**src/rtl/accumulate_host_if.sv**
```systemverilog
// Stream-side bus of accumulate_host: command, load-data and readback handshakes.
interface accumulate_host_if #(
  parameter int unsigned AW = 10,
  parameter int unsigned DW = 64
);
  logic          cmd_valid;
  logic          cmd_ready;
  logic [AW-1:0] cmd_len;
  logic [AW-1:0] cmd_init_i;
  logic [DW-1:0] cmd_init_acc;
  logic          in_valid;
  logic          in_ready;
  logic [DW-1:0] in_data;
  logic          out_valid;
  logic          out_ready;
  logic [DW-1:0] out_data;
  logic          out_last;

  // Fabric side: issues commands and load data, consumes readback.
  modport master (
    output cmd_valid, cmd_len, cmd_init_i, cmd_init_acc, in_valid, in_data, out_ready,
    input  cmd_ready, in_ready, out_valid, out_data, out_last
  );

  // Host block side.
  modport slave (
    input  cmd_valid, cmd_len, cmd_init_i, cmd_init_acc, in_valid, in_data, out_ready,
    output cmd_ready, in_ready, out_valid, out_data, out_last
  );
endinterface

```
**src/rtl/accumulate_host.sv**
```systemverilog
// Host-side initiator for the accumulate kernel: loads the kernel array,
// starts a run, waits for completion and streams back the first len words.
// Optional feature macro: ACC_HOST_TIMEOUT_EN (watchdog on the WAIT state).
module accumulate_host #(
  parameter int unsigned DEPTH = 1000,
  parameter int unsigned AW    = 10,
  parameter int unsigned DW    = 64
`ifdef ACC_HOST_TIMEOUT_EN
  , parameter int unsigned TMO = 16384
`endif
) (
  input  logic                   clk,
  input  logic                   rst,
  accumulate_host_if.slave       bus,
  output logic                   k_r_enable,
  output logic [AW-1:0]          k_init_i,
  output logic [DW-1:0]          k_init_acc,
  input  logic                   k_w_enable,
  input  logic                   k_result,
  output logic                   k_ctl,
  output logic                   k_we,
  output logic [AW-1:0]          k_addr,
  output logic [DW-1:0]          k_wdata,
  input  logic [DW-1:0]          k_rdata,
  output logic                   busy,
  output logic                   err,
  output logic                   result
);

  typedef enum logic [2:0] {
    S_IDLE, S_LOAD, S_KICK, S_WAIT, S_RA, S_RD, S_ERR
  } state_t;

`ifdef ACC_HOST_TIMEOUT_EN
  localparam int unsigned TW = (TMO > 1) ? $clog2(TMO) : 1;
  logic [TW-1:0] cnt_q;
  logic          tmo_hit;
`endif

  state_t        state_q, state_n;
  logic [AW-1:0] addr_q;
  logic [AW-1:0] len_q;
  logic [AW-1:0] init_i_q;
  logic [DW-1:0] init_acc_q;
  logic [DW-1:0] hold_q;
  logic          held_q;
  logic          err_q;
  logic          result_q;

  logic          cmd_fire;
  logic          len_bad;
  logic          load_data;
  logic          load_step;
  logic          load_last;
  logic          drain_last;

  assign cmd_fire   = (state_q == S_IDLE) && bus.cmd_valid;
  assign len_bad    = (bus.cmd_len == '0) || (32'(bus.cmd_len) > DEPTH);
  assign load_data  = addr_q < len_q;
  assign load_step  = !load_data || bus.in_valid;
  assign load_last  = addr_q == AW'(DEPTH - 1);
  assign drain_last = addr_q == AW'(len_q - AW'(1));
`ifdef ACC_HOST_TIMEOUT_EN
  assign tmo_hit    = cnt_q == TW'(TMO - 1);
`endif

  assign k_init_i   = init_i_q;
  assign k_init_acc = init_acc_q;
  assign err        = err_q;
  assign result     = result_q;

  // State register.
  always_ff @(posedge clk) begin
    if (rst) state_q <= S_IDLE;
    else     state_q <= state_n;
  end

  // Next-state logic.
  always_comb begin
    state_n = state_q;
    case (state_q)
      S_IDLE: if (cmd_fire) state_n = len_bad ? S_ERR : S_LOAD;
      S_ERR:  state_n = S_IDLE;
      S_LOAD: if (load_step && load_last) state_n = S_KICK;
      S_KICK: state_n = S_WAIT;
      S_WAIT: begin
        if (k_w_enable) state_n = S_RA;
`ifdef ACC_HOST_TIMEOUT_EN
        else if (tmo_hit) state_n = S_IDLE;
`endif
      end
      S_RA:   state_n = S_RD;
      S_RD:   if (bus.out_ready) state_n = drain_last ? S_IDLE : S_RA;
      default: state_n = S_IDLE;
    endcase
  end

  // Output decode; out_data passes k_rdata on the first RD cycle, then the held copy.
  always_comb begin
    bus.cmd_ready = 1'b0;
    bus.in_ready  = 1'b0;
    bus.out_valid = 1'b0;
    bus.out_last  = 1'b0;
    bus.out_data  = held_q ? hold_q : k_rdata;
    k_r_enable    = 1'b0;
    k_ctl         = 1'b1;
    k_we          = 1'b0;
    k_addr        = addr_q;
    k_wdata       = '0;
    busy          = 1'b1;
    case (state_q)
      S_IDLE: begin
        bus.cmd_ready = 1'b1;
        busy          = 1'b0;
      end
      S_LOAD: begin
        bus.in_ready = load_data;
        k_we         = load_data ? bus.in_valid : 1'b1;
        k_wdata      = load_data ? bus.in_data : '0;
      end
      S_KICK: begin
        k_ctl      = 1'b0;
        k_r_enable = 1'b1;
      end
      S_WAIT: k_ctl = 1'b0;
      S_RD: begin
        bus.out_valid = 1'b1;
        bus.out_last  = drain_last;
      end
      default: ;
    endcase
  end

  // Datapath: command latch, address counter, readback hold, status flags.
  always_ff @(posedge clk) begin
    if (rst) begin
      addr_q     <= '0;
      len_q      <= '0;
      init_i_q   <= '0;
      init_acc_q <= '0;
      hold_q     <= '0;
      held_q     <= 1'b0;
      err_q      <= 1'b0;
      result_q   <= 1'b0;
`ifdef ACC_HOST_TIMEOUT_EN
      cnt_q      <= '0;
`endif
    end else begin
      case (state_q)
        S_IDLE: if (cmd_fire) begin
          len_q      <= bus.cmd_len;
          init_i_q   <= bus.cmd_init_i;
          init_acc_q <= bus.cmd_init_acc;
          addr_q     <= '0;
          err_q      <= len_bad;
        end
        S_ERR:  err_q <= 1'b0;
        S_LOAD: if (load_step && !load_last) addr_q <= addr_q + AW'(1);
`ifdef ACC_HOST_TIMEOUT_EN
        S_KICK: cnt_q <= '0;
`endif
        S_WAIT: begin
          if (k_w_enable) begin
            result_q <= k_result;
            addr_q   <= '0;
          end
`ifdef ACC_HOST_TIMEOUT_EN
          else if (tmo_hit) err_q <= 1'b1;
          else              cnt_q <= cnt_q + TW'(1);
`endif
        end
        S_RD: begin
          if (!held_q) hold_q <= k_rdata;
          held_q <= !bus.out_ready;
          if (bus.out_ready && !drain_last) addr_q <= addr_q + AW'(1);
        end
        default: ;
      endcase
    end
  end

endmodule

```
**src/flat_wrapper.sv**
```systemverilog
// flat-port wrapper written by rule: the top's interface ports become plain ports
module accumulate_host_flat 
#(
  parameter int unsigned DEPTH = 1000,
  parameter int unsigned AW    = 10,
  parameter int unsigned DW    = 64

)
  (clk, rst, k_r_enable, k_init_i, k_init_acc, k_w_enable, k_result, k_ctl, k_we, k_addr, k_wdata, k_rdata, busy, err, result, bus_cmd_valid, bus_cmd_len, bus_cmd_init_i, bus_cmd_init_acc, bus_in_valid, bus_in_data, bus_out_ready, bus_cmd_ready, bus_in_ready, bus_out_valid, bus_out_data, bus_out_last);
  accumulate_host_if #(.AW(AW), .DW(DW)) bus_i ();
  input  logic clk;
  input  logic rst;
  output logic k_r_enable;
  output logic [AW-1:0] k_init_i;
  output logic [DW-1:0] k_init_acc;
  input  logic k_w_enable;
  input  logic k_result;
  output logic k_ctl;
  output logic k_we;
  output logic [AW-1:0] k_addr;
  output logic [DW-1:0] k_wdata;
  input  logic [DW-1:0] k_rdata;
  output logic busy;
  output logic err;
  output logic result;
  input wire logic [$bits(bus_i.cmd_valid)-1:0] bus_cmd_valid;
  input wire logic [$bits(bus_i.cmd_len)-1:0] bus_cmd_len;
  input wire logic [$bits(bus_i.cmd_init_i)-1:0] bus_cmd_init_i;
  input wire logic [$bits(bus_i.cmd_init_acc)-1:0] bus_cmd_init_acc;
  input wire logic [$bits(bus_i.in_valid)-1:0] bus_in_valid;
  input wire logic [$bits(bus_i.in_data)-1:0] bus_in_data;
  input wire logic [$bits(bus_i.out_ready)-1:0] bus_out_ready;
  output wire logic [$bits(bus_i.cmd_ready)-1:0] bus_cmd_ready;
  output wire logic [$bits(bus_i.in_ready)-1:0] bus_in_ready;
  output wire logic [$bits(bus_i.out_valid)-1:0] bus_out_valid;
  output wire logic [$bits(bus_i.out_data)-1:0] bus_out_data;
  output wire logic [$bits(bus_i.out_last)-1:0] bus_out_last;
  assign bus_i.cmd_valid = bus_cmd_valid;
  assign bus_i.cmd_len = bus_cmd_len;
  assign bus_i.cmd_init_i = bus_cmd_init_i;
  assign bus_i.cmd_init_acc = bus_cmd_init_acc;
  assign bus_i.in_valid = bus_in_valid;
  assign bus_i.in_data = bus_in_data;
  assign bus_i.out_ready = bus_out_ready;
  assign bus_cmd_ready = bus_i.cmd_ready;
  assign bus_in_ready = bus_i.in_ready;
  assign bus_out_valid = bus_i.out_valid;
  assign bus_out_data = bus_i.out_data;
  assign bus_out_last = bus_i.out_last;
  accumulate_host #(.DEPTH(DEPTH), .AW(AW), .DW(DW)) u_core (.clk(clk), .rst(rst), .bus(bus_i), .k_r_enable(k_r_enable), .k_init_i(k_init_i), .k_init_acc(k_init_acc), .k_w_enable(k_w_enable), .k_result(k_result), .k_ctl(k_ctl), .k_we(k_we), .k_addr(k_addr), .k_wdata(k_wdata), .k_rdata(k_rdata), .busy(busy), .err(err), .result(result));
endmodule
```
**config.mk**
```make
export PLATFORM = sky130hd
export DESIGN_NAME = accumulate_host_flat
export DESIGN_NICKNAME = d
export VERILOG_FILES = /design/src/rtl/accumulate_host_if.sv /design/src/rtl/accumulate_host.sv /design/src/flat_wrapper.sv
export SDC_FILE = /design/constraint.sdc
export NUM_CORES = 1
export LEC_CHECK = 0
export ABC_AREA = 0
export BUFFER_PORTS_ARGS = -buffer_cell sky130_fd_sc_hd__buf_2
export CAP_MARGIN = 20
export CORE_MARGIN = 5
export CORE_UTILIZATION = 30
export CTS_BUF_LIST = sky130_fd_sc_hd__clkbuf_8
export DETAILED_ROUTE_END_ITERATION = 8
export GPL_TIMING_DRIVEN = 0
export PLACE_DENSITY = 0.61
export SLEW_MARGIN = 20
export SYNTH_ARGS = -nofsm -noshare
export SYNTH_HDL_FRONTEND = slang
export SYNTH_SLANG_ARGS = --single-unit
```
**constraint.sdc**
```tcl
create_clock -name clk -period 3.9 [get_ports clk]
set_clock_uncertainty 0.1 [all_clocks]
set_input_delay 0.78 -clock clk [delete_from_list [all_inputs] [get_ports clk]]
set_output_delay 0.78 -clock clk [all_outputs]
set_load 0.005 [all_outputs]
```
==> results of run 1 <==
[kinds of logic after synthesis]
logic type	Yosys count	synth area share [%]
flops	164	42.7
xor+xnor	8	0.910
compound gates	191	13.5
simple gates	454	26.3
buf+inv	88	4.45
fa+ha+maj	12	1.95
mux	71	10.3
[sequential cells by signal, indices dropped and copies added, names as in the netlist]
name / count
u_core.hold_q: 64
u_core.k_init_acc: 64
u_core.k_addr: 10
u_core.k_init_i: 10
u_core.len_q: 10
u_core.state_q: 3
u_core.err: 1
u_core.held_q: 1
u_core.result: 1
[critical path, delay by kind of cell, from the launching register on]
kind / cells / cell delay [ns]
buf+inv: 5 / 0.68
simple gates: 3 / 0.49
flops: 1 / 0.40
compound gates: 2 / 0.56
fa+ha+maj: 1 / 0.30
[final cells by class]
type | instances | area (sq um)
Antenna cell | 4 | 10.0
Clock inverter | 15 | 185
Buffer | 69 | 304
Timing Repair Buffer | 441 | 2210
Sequential cell | 164 | 3300
Tap cell | 330 | 413
Clock buffer | 17 | 234
Inverter | 19 | 71.3
Fill cell | 2679 | 14400
Multi-Input combinational cell | 736 | 4100
[worst max-delay path by stage]
stage,from,to,slack (ns)
detailed placement,u_core.len_q[7],k_wdata[34],-0.34
finish,u_core.len_q[7],k_wdata[5],0.12
CTS,u_core.len_q[7],k_wdata[34],0.0004
floorplan,u_core.len_q[5],k_wdata[10],0.89
global placement,u_core.len_q[7],k_wdata[34],-0.31
global route,u_core.len_q[6],k_wdata[34],-0.04
[per-layer routing]
layer / routed length [microns] / vias up / share of wire [%]
met5: 13 / - / 0.041
met1: 12800 / 3895 / 40
met4: 903 / 2 / 2.8
li1: - / 4196 / -
met3: 2370 / 50 / 7.4
met2: 15900 / 303 / 50
[power by group through the flow]
stage | logic [mW] | clock network (mW) | registers [mW]
5_1_grt | 1.24 | 1.45 | 1.86
4_1_cts | 1.12 | 1.39 | 1.84
2_1_floorplan | 0.550 | 0 | 1.88
3_3_place_gp | 1.09 | 0 | 1.87
3_5_place_dp | 1.10 | 0 | 1.88
6_report | 1.12 | 1.35 | 1.84
[cells in the final DEF (no fill, tap or decap), drive strengths merged, types with 3 or more instances in the layout]
cell type and n:
buf 460, and2 65, clkbuf 67, and3 5, o21ai 5, inv 28, nor4 4, xnor2 8
mux2i 7, mux2 64, a31oi 4, nor3 8, a21oi 158, diode 4, nand2 316, o21a 3
dfxtp 164, nand2b 13, nor2 17, nand4 9, o31ai 3, nor2b 3, ha 12, nand3 7
[what timing repair did]
action	4_1_cts	5_1_grt
gates resized for setup	21	19
cloned	0	0
pin swaps	1	0
setup buffers	1	0
setup endpoints to repair	65	59
[metrics by stage]
step	cell area (sq um)	setup WS, ns
2_1_floorplan	7700	0.888
3_3_place_gp	10300	-0.308
3_5_place_dp	10300	-0.341
4_1_cts	10800	0.000435
5_1_grt	10800	-0.0426
6_report	10800	0.116
==> run metrics, run 1 <==
Net Sw Frac roughly a third; layout cells sized above 1 about two fifths; CP Data Required Time roughly 3 ns; Hold Slack ~0.36 ns; DRT iter0 DRCs roughly 510; Synth async-reset ratio 0%; hold path cells 2; distinct cell type count after synthesis 48; area grow syn2layout 40.7%; Initial Utilization between 30% and 40%; busiest layer in global routing met2; number of port buffers 440; Clock transition at path regs 0.10 ns; CTS tree yes; number of flops mapped to enable cells by yosys 0; Setup Viol. Count Final 0; post-synth top area share between 40 and 50%; Critical R2R Launch u_core.state_q[0]; RSZ-0062 raised after global routing true; Worst Reg-to-Reg Cells 9; # DRC 0; Total Wirelength 32.0 mm; met2 GRT Util 36.0%; arrival time at the worst endpoint 2.90 ns; Die Wd 170 microns; worst-margin pin slew between 0.7 and 0.8 ns; Mapped Cells between 900 and 1000; Seq cells post-synth 164; critical path's slowest cell o311a_4; DRT Pass-1 Iters 5; Core Util, Final ~43%; placed cells ~1800; vias around 8400; Setup TNS Final 0 ns; core area ~25000 sq um; crit-path most repeated cell buf_2; r2r endpoint u_core.k_init_acc[61]; CTS sink count about 160; Die Height between 150 and 200 microns; Hold Crit Start u_core.hold_q[1]; most frequent cell after synthesis nand2_1; highest clock rate ~260 MHz; NetSw 1.44 mW; Logic pwr share 26.0%; Global Route met1 Usage around a quarter; CTS HTree Levels 4; Layout Cells excl Fill 1795; hold endpoint u_core.hold_q[1]; grt total ovfl 0; maximum vdd drop roughly 230 uV; leakage power figure approximately 5.0 nW; Pint about 2.9 mW; Post-synth top flop dfxtp_1; first-pass GRT wire length 47.5 mm; # IOs approximately 440; initial antenna violation count 5; hold_buf cts 0; Max clock buf depth 2; synthesized net count 1219; TritonCTS buffer count 17; Via density about 4.7; largest cells by area after synthesis dfxtp_1 43%, nand2_1 15%, a21oi_1 10%; worst reg-to-reg setup slack roughly 1.2 ns; Commonest cells post-synth 316 x nand2_1, 164 x dfxtp_1, 158 x a21oi_1; dominant cell type by area after synthesis dfxtp_1; average cell area after synthesis slightly below 8 sq um; Routability Congestion roughly 0.94; Final Hold Fails 0; wire length per cell between 15 and 20 microns; run status finished clean; final layout net count approximately 1700; vias in the first global route slightly above 8000; Post-DRT Antenna Nets 0; total power 4.31 mW; Max Cap Viol 0; relative slew slack between 40% and 50%; CTS Root Cell clkbuf_8; Final period util a little over nine tenths; worst hold path type flop to flop; Seq/Total Area, Yosys around 43%; PD cells ~400 nW/um^2; post-synthesis cell area 7700 sq um; Sequential Power Share 42.7%; crit-path max FO 10; Clock Latency Late Sink between 0.4 and 0.5 ns; Clk network pwr share a little under a third; crit start category flop; type of destination of the critical path primary output; critical path cell sequence inv_1, ha_1, a22oi_2, nand2_1, o311a_4, nor4_4, buf_4, buf_8, buf_2, and2_1, buf_2; floorplan row count 58; crit path kind flop to primary output; Slew Limit Fails 0; Final min period between 3 and 4 ns; largest net degree at the start of global routing 18; global-route usage over all layers 21.0%; GR Util met3 under 10%; dpl hpwl between 20 and 30 mm; Worst path max stage delay ~0.41 ns; Synth Warn # 0; Die Area 29000 sq um
Note: power is estimated with default switching activity, not from simulation.
==> run 2: changes to the inputs <==
--- a/config.mk
+++ b/config.mk
@@ -8,12 +8,14 @@
 export ABC_AREA = 0
 export BUFFER_PORTS_ARGS = -buffer_cell sky130_fd_sc_hd__buf_2
 export CAP_MARGIN = 20
+export CELL_PAD_IN_SITES_DETAIL_PLACEMENT = 1
+export CELL_PAD_IN_SITES_GLOBAL_PLACEMENT = 1
 export CORE_MARGIN = 5
 export CORE_UTILIZATION = 30
 export CTS_BUF_LIST = sky130_fd_sc_hd__clkbuf_8
 export DETAILED_ROUTE_END_ITERATION = 8
 export GPL_TIMING_DRIVEN = 0
-export PLACE_DENSITY = 0.61
+export PLACE_DENSITY = 0.83
 export SLEW_MARGIN = 20
 export SYNTH_ARGS = -nofsm -noshare
 export SYNTH_HDL_FRONTEND = slang
==> run 2 against run 1 <==
Critical path depth did not move. Combinational power barely moved. First-iteration DRC count fell by 22%. Global-route usage rose by 2.0 points. Utilization barely moved. Die area did not move. Setup slack improved by 0.054 ns. Via count rose by 3.1%. Highest routed layer unchanged. Clock power barely moved. Design area barely moved.
==> run metrics, run 2 (synthesis gave the netlist of run 1 again) <==
fin area 10800 sq um; RSZ-0062 raised after global routing true; critical path cell sequence inv_1, ha_1, a22oi_2, nand2_1, o311a_4, nor4_4, buf_4, buf_8, clkbuf_4, and2_1, buf_2; Die Area about 29000 sq um; Max Cap Viol 0; Worst path max stage delay around 0.40 ns; Crit. Startpoint u_core.len_q[7]; run status finished clean; worst-margin pin slew slightly above 0.8 ns; Hold Slack roughly 0.36 ns; core area 25300 sq um; worst reg-to-reg setup slack between 1 and 1.5 ns; TritonCTS buffer count 17; wire length per cell around 20 microns; grt total ovfl 0; Initial Utilization between 30% and 40%; maximum vdd drop about 220 uV; most frequent cells in the layout 444 x buf_2, 316 x nand2_1, 158 x a21oi_1; critical path's slowest cell o311a_4; initial antenna violation count 7; worst hold path type flop to flop; arrival time at the worst endpoint about 2.9 ns; hold_buf cts 0; Die Height about 170 microns; placed cell area about 10000 sq um; Die Wd ~170 microns; Clock transition at path regs about 0.11 ns; Post-DRT Antenna Nets 0; DRT iter0 DRCs about 400; total power about 4.3 mW; layout cells sized above 1 38.7%; Final period util a little over nine tenths; CTS HTree Levels 4; CP endpoint k_wdata[16]; first-pass GRT wire length roughly 52 mm; Via density 4.85; global-route usage over all layers between 20 and 25%; Slew Limit Fails 0; dpl hpwl about 28 mm; # IOs ~440; Final min period roughly 3.7 ns; Pint 2.88 mW; most common cell after layout, fill and taps aside buf_2; largest net degree at the start of global routing 17; Clock Latency Late Sink 0.46 ns; Worst Reg-to-Reg Cells 11; floorplan row count 58; CTS Root Cell clkbuf_8; vias a little under 9000; DRT Pass-1 Iters 4; Core Util, Final between 40% and 50%; CTS tree yes; type of destination of the critical path primary output; crit start category flop; CTS sink count 164; Final Hold Fails 0; Sequential Power Share a little over two fifths; Setup Viol. Count Final 0; r2r endpoint u_core.k_addr[4]; crit path kind flop to primary output; number of port buffers 440; relative slew slack between 40% and 50%; Logic pwr share a little over a quarter; Critical R2R Launch u_core.len_q[0]; PD cells ~400 nW/um^2; Routability Congestion ~0.94; Total Wirelength ~35 mm; Clk network pwr share between 30% and 40%; area grow syn2layout 40.8%; Setup TNS Final 0 ns; vias in the first global route slightly above 9000; Max clock buf depth 2; highest clock rate approximately 270 MHz; crit-path max FO 10; leakage power figure 4.97 nW; # DRC 0; final layout net count ~1700; CP Data Required Time 3.02 ns; Net Sw Frac 33.7%; NetSw between 1 and 1.5 mW
## run 2: cell type report
cell class	instances	area, sq um
fillers	3298	14400
clock buffers	18	248
inverters	19	71.3
flip-flops and latches	164	3300
clock inverters	14	168
multi-input cells	736	4100
repair buffers	443	2220
plain buffers	68	302
well taps	330	413
diodes	4	10.0
## run 2: layer usage
metal / GRT usage, % / up-vias / share of wire (%)
li1: - / 4196 / -
met1: 25.6 / 4175 / 38
met2: 41.6 / 274 / 52
met3: 6.30 / 60 / 6.3
met4: 8.75 / 4 / 3.2
met5: 0 / - / 0.060
## run 2: power groups by stage
stage | logic (mW) | registers, mW | clock network (mW)
finish | 1.14 | 1.85 | 1.36
global placement | 1.08 | 1.88 | 0
floorplan | 0.550 | 1.88 | 0
global route | 1.26 | 1.86 | 1.47
CTS | 1.14 | 1.85 | 1.40
detailed placement | 1.12 | 1.88 | 0
## run 2: critical path, delay by kind of cell (launching register included)
kind,cells,cell delay (ns)
buffers and inverters,5,0.66
AO/OA/AOI/OAI,2,0.57
AND/OR/NAND/NOR,3,0.46
flip-flops,1,0.39
adder cells (fa/ha/maj),1,0.30
## run 2: worst min path at each step
stage	from	end	slack [ns]	cells past startpoint
final	u_core.k_init_acc[7]	u_core.k_init_acc[7]	0.36	2
after floorplan	u_core.hold_q[0]	u_core.hold_q[0]	0.33	2
after CTS	u_core.hold_q[4]	u_core.hold_q[4]	0.36	2
after global placement	u_core.hold_q[8]	u_core.hold_q[8]	0.34	2
after global routing	u_core.hold_q[9]	u_core.hold_q[9]	0.37	2
after detailed placement	u_core.k_init_acc[17]	u_core.k_init_acc[17]	0.35	2
## run 2: per-stage QoR
| stage | cells | setup WS, ns |
|---|---|---|
| after detailed placement | 1758 | -0.153 |
| after global placement | 1758 | -0.458 |
| final | 1796 | 0.170 |
| after CTS | 1792 | 0.00167 |
| after floorplan | 988 | 0.888 |
| after global routing | 1796 | -0.0243 |
## run 2: what timing repair did
action / in CTS / in global routing
setup endpoints to repair: 65 / 61
endpoints found under the hold margin: 0 / 0
gates resized for setup: 20 / 18
setup buffers: 2 / 1
pin swaps: 1 / 0
